**src/rtl/mpu_load_store_unit_pkg.sv**
```systemverilog
// Shared types and defaults for the MPU matrix load/store engine.
// Latency: n/a (types only).
// Backpressure: n/a (types only).
package mpu_load_store_unit_pkg;

    localparam int MPU_FP_WIDTH  = 64;
    localparam int MPU_MAX_ROWS  = 4;
    localparam int MPU_MAX_COLS  = 4;
    localparam int MPU_NUM_SLOTS = 2;

    typedef logic [MPU_FP_WIDTH-1:0] fp_t;

    typedef enum logic [1:0] {
        IDLE,
        LOAD,
        STORE
    } mpu_ls_state_e;

    // Index width that never collapses to zero bits for a size-1 dimension.
    function automatic int idx_w(input int n);
        return (n > 1) ? $clog2(n) : 1;
    endfunction

endpackage

```
**src/rtl/mpu_load_store_unit_if.sv**
```systemverilog
// Host-side load stream, store stream and status bundle of the load/store engine.
// Latency: n/a (wiring only); slave = engine side, master = host/test side.
// Backpressure: load via load_ready_o, store via store_ready_i.
interface mpu_load_store_unit_if
    import mpu_load_store_unit_pkg::*;
#(
    parameter int FP_WIDTH  = MPU_FP_WIDTH,
    parameter int MAX_ROWS  = MPU_MAX_ROWS,
    parameter int MAX_COLS  = MPU_MAX_COLS,
    parameter int NUM_SLOTS = MPU_NUM_SLOTS
) ();
    localparam int SW  = idx_w(NUM_SLOTS);
    localparam int RDW = $clog2(MAX_ROWS + 1);
    localparam int CDW = $clog2(MAX_COLS + 1);

    logic                 load_req_i;
    logic [SW-1:0]        load_slot_i;
    logic [RDW-1:0]       load_rows_i;
    logic [CDW-1:0]       load_cols_i;
    logic [FP_WIDTH-1:0]  load_data_i;
    logic                 load_valid_i;
    logic                 load_ready_o;
    logic                 load_done_o;
    logic                 store_req_i;
    logic [SW-1:0]        store_slot_i;
    logic                 store_transpose_i;
    logic [FP_WIDTH-1:0]  store_data_o;
    logic                 store_valid_o;
    logic                 store_ready_i;
    logic                 store_last_o;
    logic                 store_done_o;
    logic [NUM_SLOTS-1:0] slot_valid_o;
    logic                 busy_o;
    logic                 error_o;

    modport slave (
        input  load_req_i, load_slot_i, load_rows_i, load_cols_i, load_data_i, load_valid_i,
        input  store_req_i, store_slot_i, store_transpose_i, store_ready_i,
        output load_ready_o, load_done_o, store_data_o, store_valid_o, store_last_o,
        output store_done_o, slot_valid_o, busy_o, error_o
    );

    modport master (
        output load_req_i, load_slot_i, load_rows_i, load_cols_i, load_data_i, load_valid_i,
        output store_req_i, store_slot_i, store_transpose_i, store_ready_i,
        input  load_ready_o, load_done_o, store_data_o, store_valid_o, store_last_o,
        input  store_done_o, slot_valid_o, busy_o, error_o
    );
endinterface

```
**src/rtl/mpu_matrix_index_ctr.sv**
```systemverilog
// Row/col element counter over a runtime rows x cols matrix; inner index is col, or row when transposed.
// Latency: advances one element on the edge where inc is high; last is combinational on the current index.
// Backpressure: holds its value whenever inc is low.
module mpu_matrix_index_ctr
    import mpu_load_store_unit_pkg::*;
#(
    parameter int MAX_ROWS = MPU_MAX_ROWS,
    parameter int MAX_COLS = MPU_MAX_COLS,
    localparam int RW  = idx_w(MAX_ROWS),
    localparam int CW  = idx_w(MAX_COLS),
    localparam int RDW = $clog2(MAX_ROWS + 1),
    localparam int CDW = $clog2(MAX_COLS + 1)
) (
    input  logic           clk,
    input  logic           rst,
    input  logic           clr,
    input  logic           inc,
    input  logic           transpose,
    input  logic [RDW-1:0] rows,
    input  logic [CDW-1:0] cols,
    output logic [RW-1:0]  row,
    output logic [CW-1:0]  col,
    output logic           last
);
    logic row_end;
    logic col_end;

    assign row_end = (RDW'(row) == rows - RDW'(1));
    assign col_end = (CDW'(col) == cols - CDW'(1));
    assign last    = row_end && col_end;

    always_ff @(posedge clk) begin
        if (rst || clr) begin
            row <= '0;
            col <= '0;
        end else if (inc) begin
            if (transpose) begin
                row <= row_end ? '0 : row + RW'(1);
                if (row_end) col <= col_end ? '0 : col + CW'(1);
            end else begin
                col <= col_end ? '0 : col + CW'(1);
                if (col_end) row <= row_end ? '0 : row + RW'(1);
            end
        end
    end
endmodule

```
**src/rtl/mpu_load_store_unit.sv**
```systemverilog
// Matrix load/store engine: fills one of NUM_SLOTS register slots row-major, streams a slot back (optionally transposed).
// Latency: request accepted at edge t -> ready/valid from t+1; one element per cycle; done pulses the cycle after the last beat.
// Backpressure: store output holds data/valid/last while store_ready_i is low; load stalls on load_valid_i low.
module mpu_load_store_unit
    import mpu_load_store_unit_pkg::*;
#(
    parameter int FP_WIDTH  = MPU_FP_WIDTH,
    parameter int MAX_ROWS  = MPU_MAX_ROWS,
    parameter int MAX_COLS  = MPU_MAX_COLS,
    parameter int NUM_SLOTS = MPU_NUM_SLOTS
) (
    input logic                  clk,
    input logic                  rst,
    mpu_load_store_unit_if.slave bus
);
    localparam int SW  = idx_w(NUM_SLOTS);
    localparam int RW  = idx_w(MAX_ROWS);
    localparam int CW  = idx_w(MAX_COLS);
    localparam int RDW = $clog2(MAX_ROWS + 1);
    localparam int CDW = $clog2(MAX_COLS + 1);

    mpu_ls_state_e        state_q, state_d;
    logic [SW-1:0]        slot_q;
    logic                 transpose_q;
    logic [RDW-1:0]       cur_rows_q;
    logic [CDW-1:0]       cur_cols_q;
    logic [NUM_SLOTS-1:0] slot_valid_q;
    logic                 load_done_q, store_done_q, error_q;

    logic [FP_WIDTH-1:0]  mem      [NUM_SLOTS][MAX_ROWS][MAX_COLS];
    logic [RDW-1:0]       rows_mem [NUM_SLOTS];
    logic [CDW-1:0]       cols_mem [NUM_SLOTS];

    logic          load_ok, store_ok, load_acc, store_acc, req_err;
    logic          ctr_clr, ctr_inc, ctr_last, fin_load, fin_store;
    logic [RW-1:0] ctr_row;
    logic [CW-1:0] ctr_col;

    assign load_ok = (bus.load_rows_i != '0) && (int'(bus.load_rows_i) <= MAX_ROWS) &&
                     (bus.load_cols_i != '0) && (int'(bus.load_cols_i) <= MAX_COLS) &&
                     (int'(bus.load_slot_i) < NUM_SLOTS);
    assign store_ok = (int'(bus.store_slot_i) < NUM_SLOTS) && slot_valid_q[bus.store_slot_i];

    assign fin_load  = (state_q == LOAD)  && bus.load_valid_i  && ctr_last;
    assign fin_store = (state_q == STORE) && bus.store_ready_i && ctr_last;

    always_ff @(posedge clk) begin
        if (rst) state_q <= IDLE;
        else     state_q <= state_d;
    end

    // Load has priority; a simultaneous store request is silently dropped.
    always_comb begin
        state_d   = state_q;
        load_acc  = 1'b0;
        store_acc = 1'b0;
        req_err   = 1'b0;
        ctr_clr   = 1'b0;
        ctr_inc   = 1'b0;
        case (state_q)
            IDLE: begin
                if (bus.load_req_i) begin
                    if (load_ok) begin
                        load_acc = 1'b1;
                        ctr_clr  = 1'b1;
                        state_d  = LOAD;
                    end else begin
                        req_err = 1'b1;
                    end
                end else if (bus.store_req_i) begin
                    if (store_ok) begin
                        store_acc = 1'b1;
                        ctr_clr   = 1'b1;
                        state_d   = STORE;
                    end else begin
                        req_err = 1'b1;
                    end
                end
            end
            LOAD: begin
                ctr_inc = bus.load_valid_i;
                if (fin_load) state_d = IDLE;
            end
            STORE: begin
                ctr_inc = bus.store_ready_i;
                if (fin_store) state_d = IDLE;
            end
            default: state_d = IDLE;
        endcase
    end

    mpu_matrix_index_ctr #(
        .MAX_ROWS (MAX_ROWS),
        .MAX_COLS (MAX_COLS)
    ) u_idx (
        .clk       (clk),
        .rst       (rst),
        .clr       (ctr_clr),
        .inc       (ctr_inc),
        .transpose (transpose_q && (state_q == STORE)),
        .rows      (cur_rows_q),
        .cols      (cur_cols_q),
        .row       (ctr_row),
        .col       (ctr_col),
        .last      (ctr_last)
    );

    always_ff @(posedge clk) begin
        if (rst) begin
            slot_q       <= '0;
            transpose_q  <= 1'b0;
            cur_rows_q   <= '0;
            cur_cols_q   <= '0;
            slot_valid_q <= '0;
            load_done_q  <= 1'b0;
            store_done_q <= 1'b0;
            error_q      <= 1'b0;
        end else begin
            load_done_q  <= fin_load;
            store_done_q <= fin_store;
            error_q      <= req_err;
            if (load_acc) begin
                slot_q                        <= bus.load_slot_i;
                transpose_q                   <= 1'b0;
                cur_rows_q                    <= bus.load_rows_i;
                cur_cols_q                    <= bus.load_cols_i;
                slot_valid_q[bus.load_slot_i] <= 1'b0;
            end
            if (store_acc) begin
                slot_q      <= bus.store_slot_i;
                transpose_q <= bus.store_transpose_i;
                cur_rows_q  <= rows_mem[bus.store_slot_i];
                cur_cols_q  <= cols_mem[bus.store_slot_i];
            end
            if (fin_load) slot_valid_q[slot_q] <= 1'b1;
        end
    end

    // Storage is not reset; contents only matter once slot_valid marks them.
    always_ff @(posedge clk) begin
        if (load_acc) begin
            rows_mem[bus.load_slot_i] <= bus.load_rows_i;
            cols_mem[bus.load_slot_i] <= bus.load_cols_i;
        end
        if ((state_q == LOAD) && bus.load_valid_i) begin
            mem[slot_q][ctr_row][ctr_col] <= bus.load_data_i;
        end
    end

    assign bus.load_ready_o  = (state_q == LOAD);
    assign bus.load_done_o   = load_done_q;
    assign bus.store_valid_o = (state_q == STORE);
    assign bus.store_last_o  = (state_q == STORE) && ctr_last;
    assign bus.store_data_o  = (state_q == STORE) ? mem[slot_q][ctr_row][ctr_col] : '0;
    assign bus.store_done_o  = store_done_q;
    assign bus.slot_valid_o  = slot_valid_q;
    assign bus.busy_o        = (state_q != IDLE);
    assign bus.error_o       = error_q;
endmodule

```
**src/flat_wrapper.sv**
```systemverilog
// flat-port wrapper written by rule: the top's interface ports become plain ports
module mpu_load_store_unit_flat import mpu_load_store_unit_pkg::*;
#(
    parameter int FP_WIDTH  = MPU_FP_WIDTH,
    parameter int MAX_ROWS  = MPU_MAX_ROWS,
    parameter int MAX_COLS  = MPU_MAX_COLS,
    parameter int NUM_SLOTS = MPU_NUM_SLOTS
)
  (clk, rst, bus_load_req_i, bus_load_slot_i, bus_load_rows_i, bus_load_cols_i, bus_load_data_i, bus_load_valid_i, bus_store_req_i, bus_store_slot_i, bus_store_transpose_i, bus_store_ready_i, bus_load_ready_o, bus_load_done_o, bus_store_data_o, bus_store_valid_o, bus_store_last_o, bus_store_done_o, bus_slot_valid_o, bus_busy_o, bus_error_o);
  mpu_load_store_unit_if #(.FP_WIDTH(FP_WIDTH), .MAX_ROWS(MAX_ROWS), .MAX_COLS(MAX_COLS), .NUM_SLOTS(NUM_SLOTS)) bus_i ();
  input logic clk;
  input logic rst;
  input wire logic [$bits(bus_i.load_req_i)-1:0] bus_load_req_i;
  input wire logic [$bits(bus_i.load_slot_i)-1:0] bus_load_slot_i;
  input wire logic [$bits(bus_i.load_rows_i)-1:0] bus_load_rows_i;
  input wire logic [$bits(bus_i.load_cols_i)-1:0] bus_load_cols_i;
  input wire logic [$bits(bus_i.load_data_i)-1:0] bus_load_data_i;
  input wire logic [$bits(bus_i.load_valid_i)-1:0] bus_load_valid_i;
  input wire logic [$bits(bus_i.store_req_i)-1:0] bus_store_req_i;
  input wire logic [$bits(bus_i.store_slot_i)-1:0] bus_store_slot_i;
  input wire logic [$bits(bus_i.store_transpose_i)-1:0] bus_store_transpose_i;
  input wire logic [$bits(bus_i.store_ready_i)-1:0] bus_store_ready_i;
  output wire logic [$bits(bus_i.load_ready_o)-1:0] bus_load_ready_o;
  output wire logic [$bits(bus_i.load_done_o)-1:0] bus_load_done_o;
  output wire logic [$bits(bus_i.store_data_o)-1:0] bus_store_data_o;
  output wire logic [$bits(bus_i.store_valid_o)-1:0] bus_store_valid_o;
  output wire logic [$bits(bus_i.store_last_o)-1:0] bus_store_last_o;
  output wire logic [$bits(bus_i.store_done_o)-1:0] bus_store_done_o;
  output wire logic [$bits(bus_i.slot_valid_o)-1:0] bus_slot_valid_o;
  output wire logic [$bits(bus_i.busy_o)-1:0] bus_busy_o;
  output wire logic [$bits(bus_i.error_o)-1:0] bus_error_o;
  assign bus_i.load_req_i = bus_load_req_i;
  assign bus_i.load_slot_i = bus_load_slot_i;
  assign bus_i.load_rows_i = bus_load_rows_i;
  assign bus_i.load_cols_i = bus_load_cols_i;
  assign bus_i.load_data_i = bus_load_data_i;
  assign bus_i.load_valid_i = bus_load_valid_i;
  assign bus_i.store_req_i = bus_store_req_i;
  assign bus_i.store_slot_i = bus_store_slot_i;
  assign bus_i.store_transpose_i = bus_store_transpose_i;
  assign bus_i.store_ready_i = bus_store_ready_i;
  assign bus_load_ready_o = bus_i.load_ready_o;
  assign bus_load_done_o = bus_i.load_done_o;
  assign bus_store_data_o = bus_i.store_data_o;
  assign bus_store_valid_o = bus_i.store_valid_o;
  assign bus_store_last_o = bus_i.store_last_o;
  assign bus_store_done_o = bus_i.store_done_o;
  assign bus_slot_valid_o = bus_i.slot_valid_o;
  assign bus_busy_o = bus_i.busy_o;
  assign bus_error_o = bus_i.error_o;
  mpu_load_store_unit #(.FP_WIDTH(FP_WIDTH), .MAX_ROWS(MAX_ROWS), .MAX_COLS(MAX_COLS), .NUM_SLOTS(NUM_SLOTS)) u_core (.clk(clk), .rst(rst), .bus(bus_i));
endmodule
```
**config.mk**
```make
export PLATFORM = sky130hd
export DESIGN_NAME = mpu_load_store_unit_flat
export DESIGN_NICKNAME = d
export VERILOG_FILES = /design/src/rtl/mpu_load_store_unit_pkg.sv /design/src/rtl/mpu_load_store_unit_if.sv /design/src/rtl/mpu_matrix_index_ctr.sv /design/src/rtl/mpu_load_store_unit.sv /design/src/flat_wrapper.sv
export SDC_FILE = /design/constraint.sdc
export NUM_CORES = 2
export LEC_CHECK = 0
export CAP_MARGIN = 30
export CELL_PAD_IN_SITES_DETAIL_PLACEMENT = 0
export CELL_PAD_IN_SITES_GLOBAL_PLACEMENT = 1
export CORE_UTILIZATION = 50
export CTS_CLUSTER_DIAMETER = 30
export DETAILED_ROUTE_END_ITERATION = 6
export PLACE_DENSITY_LB_ADDON = 0.1
export SLEW_MARGIN = 20
export SYNTH_ARGS = -nofsm -noshare
export SYNTH_HDL_FRONTEND = slang
export SYNTH_SLANG_ARGS = --single-unit
```
**constraint.sdc**
```tcl
create_clock -name clk -period 4.3 [get_ports clk]
set_input_delay 0.86 -clock clk [delete_from_list [all_inputs] [get_ports clk]]
set_output_delay 0.86 -clock clk [all_outputs]
set_load 0.01 [all_outputs]
```
# --- After elaboration in Yosys (flattened, before gate mapping) ---
# Memories as Yosys holds them, arrays and structs flattened. A register that Yosys moved wholly into a read port is not among the register bits.
# Index checks and enable logic that the tools add are counted.
# Widths: inputs -> output; s select.
word_totals:
  reg_bits: 19
  latch_bits: 0
  ram_bits: 2060
  romBits: 0
  in_bits: 79
  output_inout_bits: 73
  word_cells: 131
  memories: 3
classes:
  add_sub_neg: 4
  n_mul: 0
  n_div: 0
  order_cmp: 11
  n_eq_ne: 10
  shift: 0
  muxes: 61
  bitwise_logic: 6
  reduce_logical: 25
mem_list:
  columns: ["name", "depth", "word_bits", "rd", "rd_ports_with_merged_regs", "wr", "line_no", "rtl"]
  rows:
  - ["u_core.mem", 2, 1024, 1, 1, 1, "mpu_load_store_unit.sv:30", "logic [FP_WIDTH-1:0] mem [NUM_SLOTS][MAX_ROWS][MAX_COLS];"]
  - ["u_core.cols_mem", 2, 3, 1, 0, 1, "mpu_load_store_unit.sv:32", "logic [CDW-1:0] cols_mem [NUM_SLOTS];"]
  - ["u_core.rows_mem", 2, 3, 1, 0, 1, "mpu_load_store_unit.sv:31", "logic [RDW-1:0] rows_mem [NUM_SLOTS];"]
ops:
  columns: ["operator", "count"]
  rows:
  - ["$mux 1024", 1]
  - ["$mux 256", 3]
  - ["$bmux 256 s2", 1]
  - ["$demux 256 s2", 1]
  - ["$mux 64", 4]
  - ["$bmux 64 s2", 1]
  - ["$demux 64 s2", 1]
  - ["$mux 2", 15]
  - ["$mux 1", 26]
  - ["$logic_and 1x1->1", 14]
  - ["$mux 3", 4]
  - ["$eq 2x3->1", 2]
  - ["$ge 3x3->1 const B", 2]
  - ["$le 3x3->1 const B", 2]
  - ["$lt 1x2->1 const B", 3]
  - ["$lt 3x1->1 const B", 2]
  - ["$ne 2x1->1 const B", 3]
  - ["$ne 3x2->1 const B", 2]
  - ["$not 2->3", 2]
  - ["$pmux 2 s3", 1]
  - ["$reduce_bool 2->1", 3]
  - ["$reduce_bool 3->1", 2]
  - ["$sub 3x1->3 const B", 2]
  - ["$reduce_and 5->1", 1]
  - ["15 further kinds", 19]

# --- Longest topological paths before layout ---
logic_depth:
  word_depth: 11
  depth_mapped: 10
  mapped_depth_nobuf: 7

# --- Hierarchy ---
# From an unflattened synthesis, not the netlist that was laid out.
hier_totals:
  cells_unflattened: 4382
  area_unflattened_um2: 80150.6
modules_own_cells:
  columns: ["module", "instances", "cells_per_inst", "area_each_um2", "seq_area_each_um2"]
  rows:
  - ["mpu_load_store_unit", 1, 4342, 79827.8, 62179.6]
  - ["mpu_matrix_index_ctr", 1, 40, 322.8, 80.1]

# --- Worst setup path after synthesis ---
# No wires, ideal clock.
synth_timing:
  path_kind: "flip-flop to flip-flop"
  from: "reg u_core.u_idx.row[0]"
  to: "mem u_core.mem[1][320] (netlist bit), enable pin"
  setup_ps: 486
  arrival_ps: 4319
  t_required_ps: 3814
  slack_ps: -506
  path_stages_with_launch: 8
  n_path_buf: 3
  synth_period_minus_slack_ps: 4806
  path_cell_list: "dfxtp_1 -> inv_2 -> buf_2 -> clkbuf_1 -> clkbuf_1 -> ha_1 -> nand2_1 -> nor2_1"
synth_between:
  elab_chain_cells: 6
  word_cells_on_any_way: 7
  cone_classes: "order compare (2); mux (3); bitwise (1); reduce/logical (1)"
synth_rtl:
  columns: ["element", "line_no", "rtl"]
  rows:
  - ["start: declaration", "mpu_matrix_index_ctr.sv:21", "output logic [RW-1:0] row,"]
  - ["start signal: assignment", "mpu_matrix_index_ctr.sv:38", "row <= row_end ? '0 : row + RW'(1);"]
  - ["start signal: assignment", "mpu_matrix_index_ctr.sv:42", "if (col_end) row <= row_end ? '0 : row + RW'(1);"]
  - ["$not 2->3 (not written as such) (*)", "mpu_load_store_unit.sv:146", "mem[slot_q][ctr_row][ctr_col] <= bus.load_data_i;"]
  - ["$ge 3x3->1 (not written as such) or $lt 3x1->1 (tied branches)", "mpu_load_store_unit.sv:146", null]
  - ["$logic_and 1x1->1 (not written as such)", "mpu_load_store_unit.sv:146", null]
  - ["$mux 256 (not written as such)", "mpu_load_store_unit.sv:146", null]
  - ["$demux 256 s2 (*)", "mpu_load_store_unit.sv:146", null]
  - ["$mux 1024 (not written as such) (*)", "mpu_load_store_unit.sv:146", null]
  - ["end: declaration", "mpu_load_store_unit.sv:30", null]
# Every way passes the cells marked *; elsewhere a longest branch is shown, timed or not.

==> run_results.csv <==
group,metric,value,unit
synth,yosys_warnings,0,
die,num_rows,146,
sta,fmax,232.0,MHz
synth,syn_area_per_cell,21.31,um2
global_routing,grt_usage,27.83,%
run_status,outcome,"finished, violations left",
sta,setup_viol,1,
power_and_ir_drop,power.total,55.32,mW
routing,ant_nets,0,
critical_path,crit_fanout,6,
critical_path,arrival,3.45,ns
die,io_pins,152,
synth,synth-edff-count,2060,
routing,drt-vias-per-instance,6.162,
power_and_ir_drop,p_leak,33.11,nW
clock_tree,cts-root-buf,"clkbuf_16",
placed_design,dp_slack,0.2898,ns
finish,final_layout_size_suffix_gt1_share,34.67,%
critical_path,critPathCaptureType,"primary output",
sta,worst-slew-pin-transition,0.9276,ns
global_routing,grt_pass1_wl,315000,um
finish,area_delta_synth_final,28.95,%
global_routing,antenna_found_initial,13,
synth,syn_inst,3746,
run,maxCapViolations,0,
finish,post-route-util,64.98,%
critical_path,rr_worst_depth,6,
placed_design,place_hpwl,107700,um
critical_path,critPathSlowestCell,"mux4_2",
worst_hold_path,whs_path_depth,1,
sta,rsz0062_at_grt,"true",
routing,drc,0,
finish,layout.nets,4554,
clock_tree,numCtsBuffers,415,
placed_design,placed_area,0.08552,mm2
finish,stdcell_area,0.1029,mm2
global_routing,grt_max_degree,58,
clock_tree,clockBufferDepth,4,
die,chipWidth,401.5,um
die,start_util,50.39,%
sta,slew_headroom,37.96,%
sta,holdWs,0.4359,ns
sta,slew_viol_final,0,
power_and_ir_drop,ir_worst_vdd,0.4340,mV
sta,finalWorstSetupSlack,-0.01046,ns
die,core_area,0.1584,mm2
sta,fin_crit_sh,100.2,%
critical_path,max_stage_delay,0.50,ns
synth,ys_ff_latch,2080,
synth,netlist_area,0.07981,mm2
die,die_y,401.5,um
die,die_area,0.1612,mm2
routing,wl_per_cell,32.55,um
synth,postSynth.asyncResetShare,0,%
power_and_ir_drop,power.density,537.5,mW/mm2
synth,synth_cell_type_count,46,
clock_tree,cts.htree.levels,5,
sta,fin_skew,0.04554,ns
routing,routed_wirelength,223600,um
routing,drtPass1Iterations,6,
routing,num_vias,42330,
global_routing,grt_pass1_vias,43380,
worst_hold_path,min_path_type,"primary input to register",
run_status,violations,"setup timing",
critical_path,crit_chain,"buf_12, buf_12, buf_16, buf_4, mux4_2, mux4_2, o22ai_2, nor3_1, clkdlybuf4s15_1",
critical_path,cp-start-kind,"register",
clock_tree,cts_tree,"built",
clock_tree,clkLatencyLatePin,0.95,ns
routing,drtIter0Drc,4633,
clock_tree,path_clk_slew,0.05,ns
critical_path,cp.required,3.44,ns
global_routing,overflow,0,
sta,hold_viol_final,0,
synth,synth_flop_cell,"edfxtp_1",
synth,yosysSeqAreaShare,78.01,%
placed_design,io_buffers,151,
synth,synth_nets,3838,
sta,fin_crit,4.310,ns
placed_design,place_congestion,0.7650,
clock_tree,cts.sinks,2080,
critical_path,path_class,"register to primary output",
synthesized netlist by cell type (3+ instances only):
cell type	number	area share, %
edfxtp_1	2060	78
mux4_2	417	12
mux2i_1	259	3.2
nand2_1	226	1.1
a22oi_1	128	1.2
clkbuf_1	87	0.41
buf_2	72	0.45
a21oi_1	68	0.43
o22ai_1	64	0.50
nor2_1	43	0.20
a211oi_1	38	0.36
nor3_1	36	0.23
mux2_2	31	0.44
nor4_1	31	0.24
and2_1	27	0.21
buf_4	24	0.23
dfxtp_1	20	0.50
buf_1	17	0.080
ha_1	13	0.20
inv_1	13	0.061
nand3_1	8	0.050
nor2b_1	8	0.063
and2_0	7	0.055
buf_6	7	0.099
a311oi_1	6	0.066
xnor2_1	4	0.044
inv_2	3	0.014
nor3b_1	3	0.028
o21ai_0	3	0.019
routing by layer:
layer	track usage, %	vias up	wire, um	share of wire [%]
met2	43.62	2064	106800	48
met3	5.385	365	18050	8.1
met4	7.629	12	4669	2.1
li1	-	17290	-	-
met1	40.24	22590	93970	42
met5	0	-	73	0.033
report_power, final:
group | switching, mW | leakage [nW] | internal, mW
Combinational | 0.622 | 7.75 | 0.539
Sequential | 0.00997 | 18.7 | 22.4
Clock | 10.6 | 6.69 | 21.2
worst max-delay path, delay by kind of cell, from the launching register on:
kind                   cells  cell delay, ns
AO/OA/AOI/OAI              1            0.16
buffers and inverters      5            0.88
flip-flops                 1            0.38
multiplexers               2            0.98
AND/OR/NAND/NOR            1            0.10
cell type report:
| type | count | area [um2] |
|---|---|---|
| Sequential cell | 2080 | 62270 |
| Fill cell | 10220 | 55460 |
| Multi-Input combinational cell | 1443 | 17530 |
| Clock buffer | 456 | 10740 |
| Timing Repair Buffer | 506 | 6434 |
| Clock inverter | 293 | 3274 |
| Tap cell | 2072 | 2592 |
| Inverter | 16 | 72.57 |
| Antenna cell | 3 | 7.507 |
kinds of logic (layout without fill, tap and decap cells):
logic type	Yosys count	count (layout)	synth area share, %
multiplexers	707	707	15.45
other	0	3	0
adder cells (fa/ha/maj)	13	13	0.2038
AO/OA/AOI/OAI	318	318	2.695
buffers and inverters	224	1271	1.347
XOR/XNOR	6	6	0.06584
AND/OR/NAND/NOR	398	399	2.231
flip-flops	2080	2080	78.01
cell usage in the layout, fill, tap and decap left out, types with 27 or more instances in the layout:
cell and instances:
a21oi_1 67, a22oi_1 128, buf_12 77, buf_16 34
buf_4 149, buf_6 34, buf_8 52, bufinv_16 52
clkbuf_1 31, clkbuf_16 426, clkdlybuf4s50_1 81, clkinv_1 43
clkinv_2 43, clkinv_4 48, clkinvlp_4 58, dlygate4sd2_1 27
edfxtp_1 2060, inv_6 39, mux2_2 28, mux2i_1 259
mux4_2 417, nand2_1 220, nor2_4 34, o22ai_1 30
sequential cells by signal, indices dropped and copies added, names as in the netlist, 2 cells and up, named ones only:
signal                   count
u_core.cur_rows_q            3
u_core.bus.slot_valid_o      2
u_core.rows_mem              6
u_core.mem                2048
u_core.cur_cols_q            3
u_core.cols_mem              6
u_core.u_idx.col             2
u_core.state_q               2
u_core.u_idx.row             2
final timing paths:
path / from / end / slack (ns)
worst min-delay path: bus_load_data_i[47] / u_core.mem[1][495] / 0.44
worst max-delay path: register / bus_store_data_o[44] / -0.01
worst max register to register: u_core.u_idx.row[0] / u_core.mem[1][209] / 1.31
worst min register to register: u_core.transpose_q / u_core.transpose_q / 0.48
stage by stage:
step / std cells / TNS [ns]
3_3_place_gp: 5933 / 0
3_5_place_dp: 5934 / 0
2_1_floorplan: 3746 / -785.19
5_1_grt: 6867 / -0.1843
4_1_cts: 6780 / -0.7698
6_report: 6869 / -0.01046
repair_timing:
item	CTS	global route
gates resized for setup	297	57
hold buffers	0	0
pin swaps	24	16
endpoints found under the hold margin	0	0
setup endpoints to repair	64	35
setup buffers	74	37
gates cloned	23	2
No activity file was read; power rests on OpenSTA's default activity.
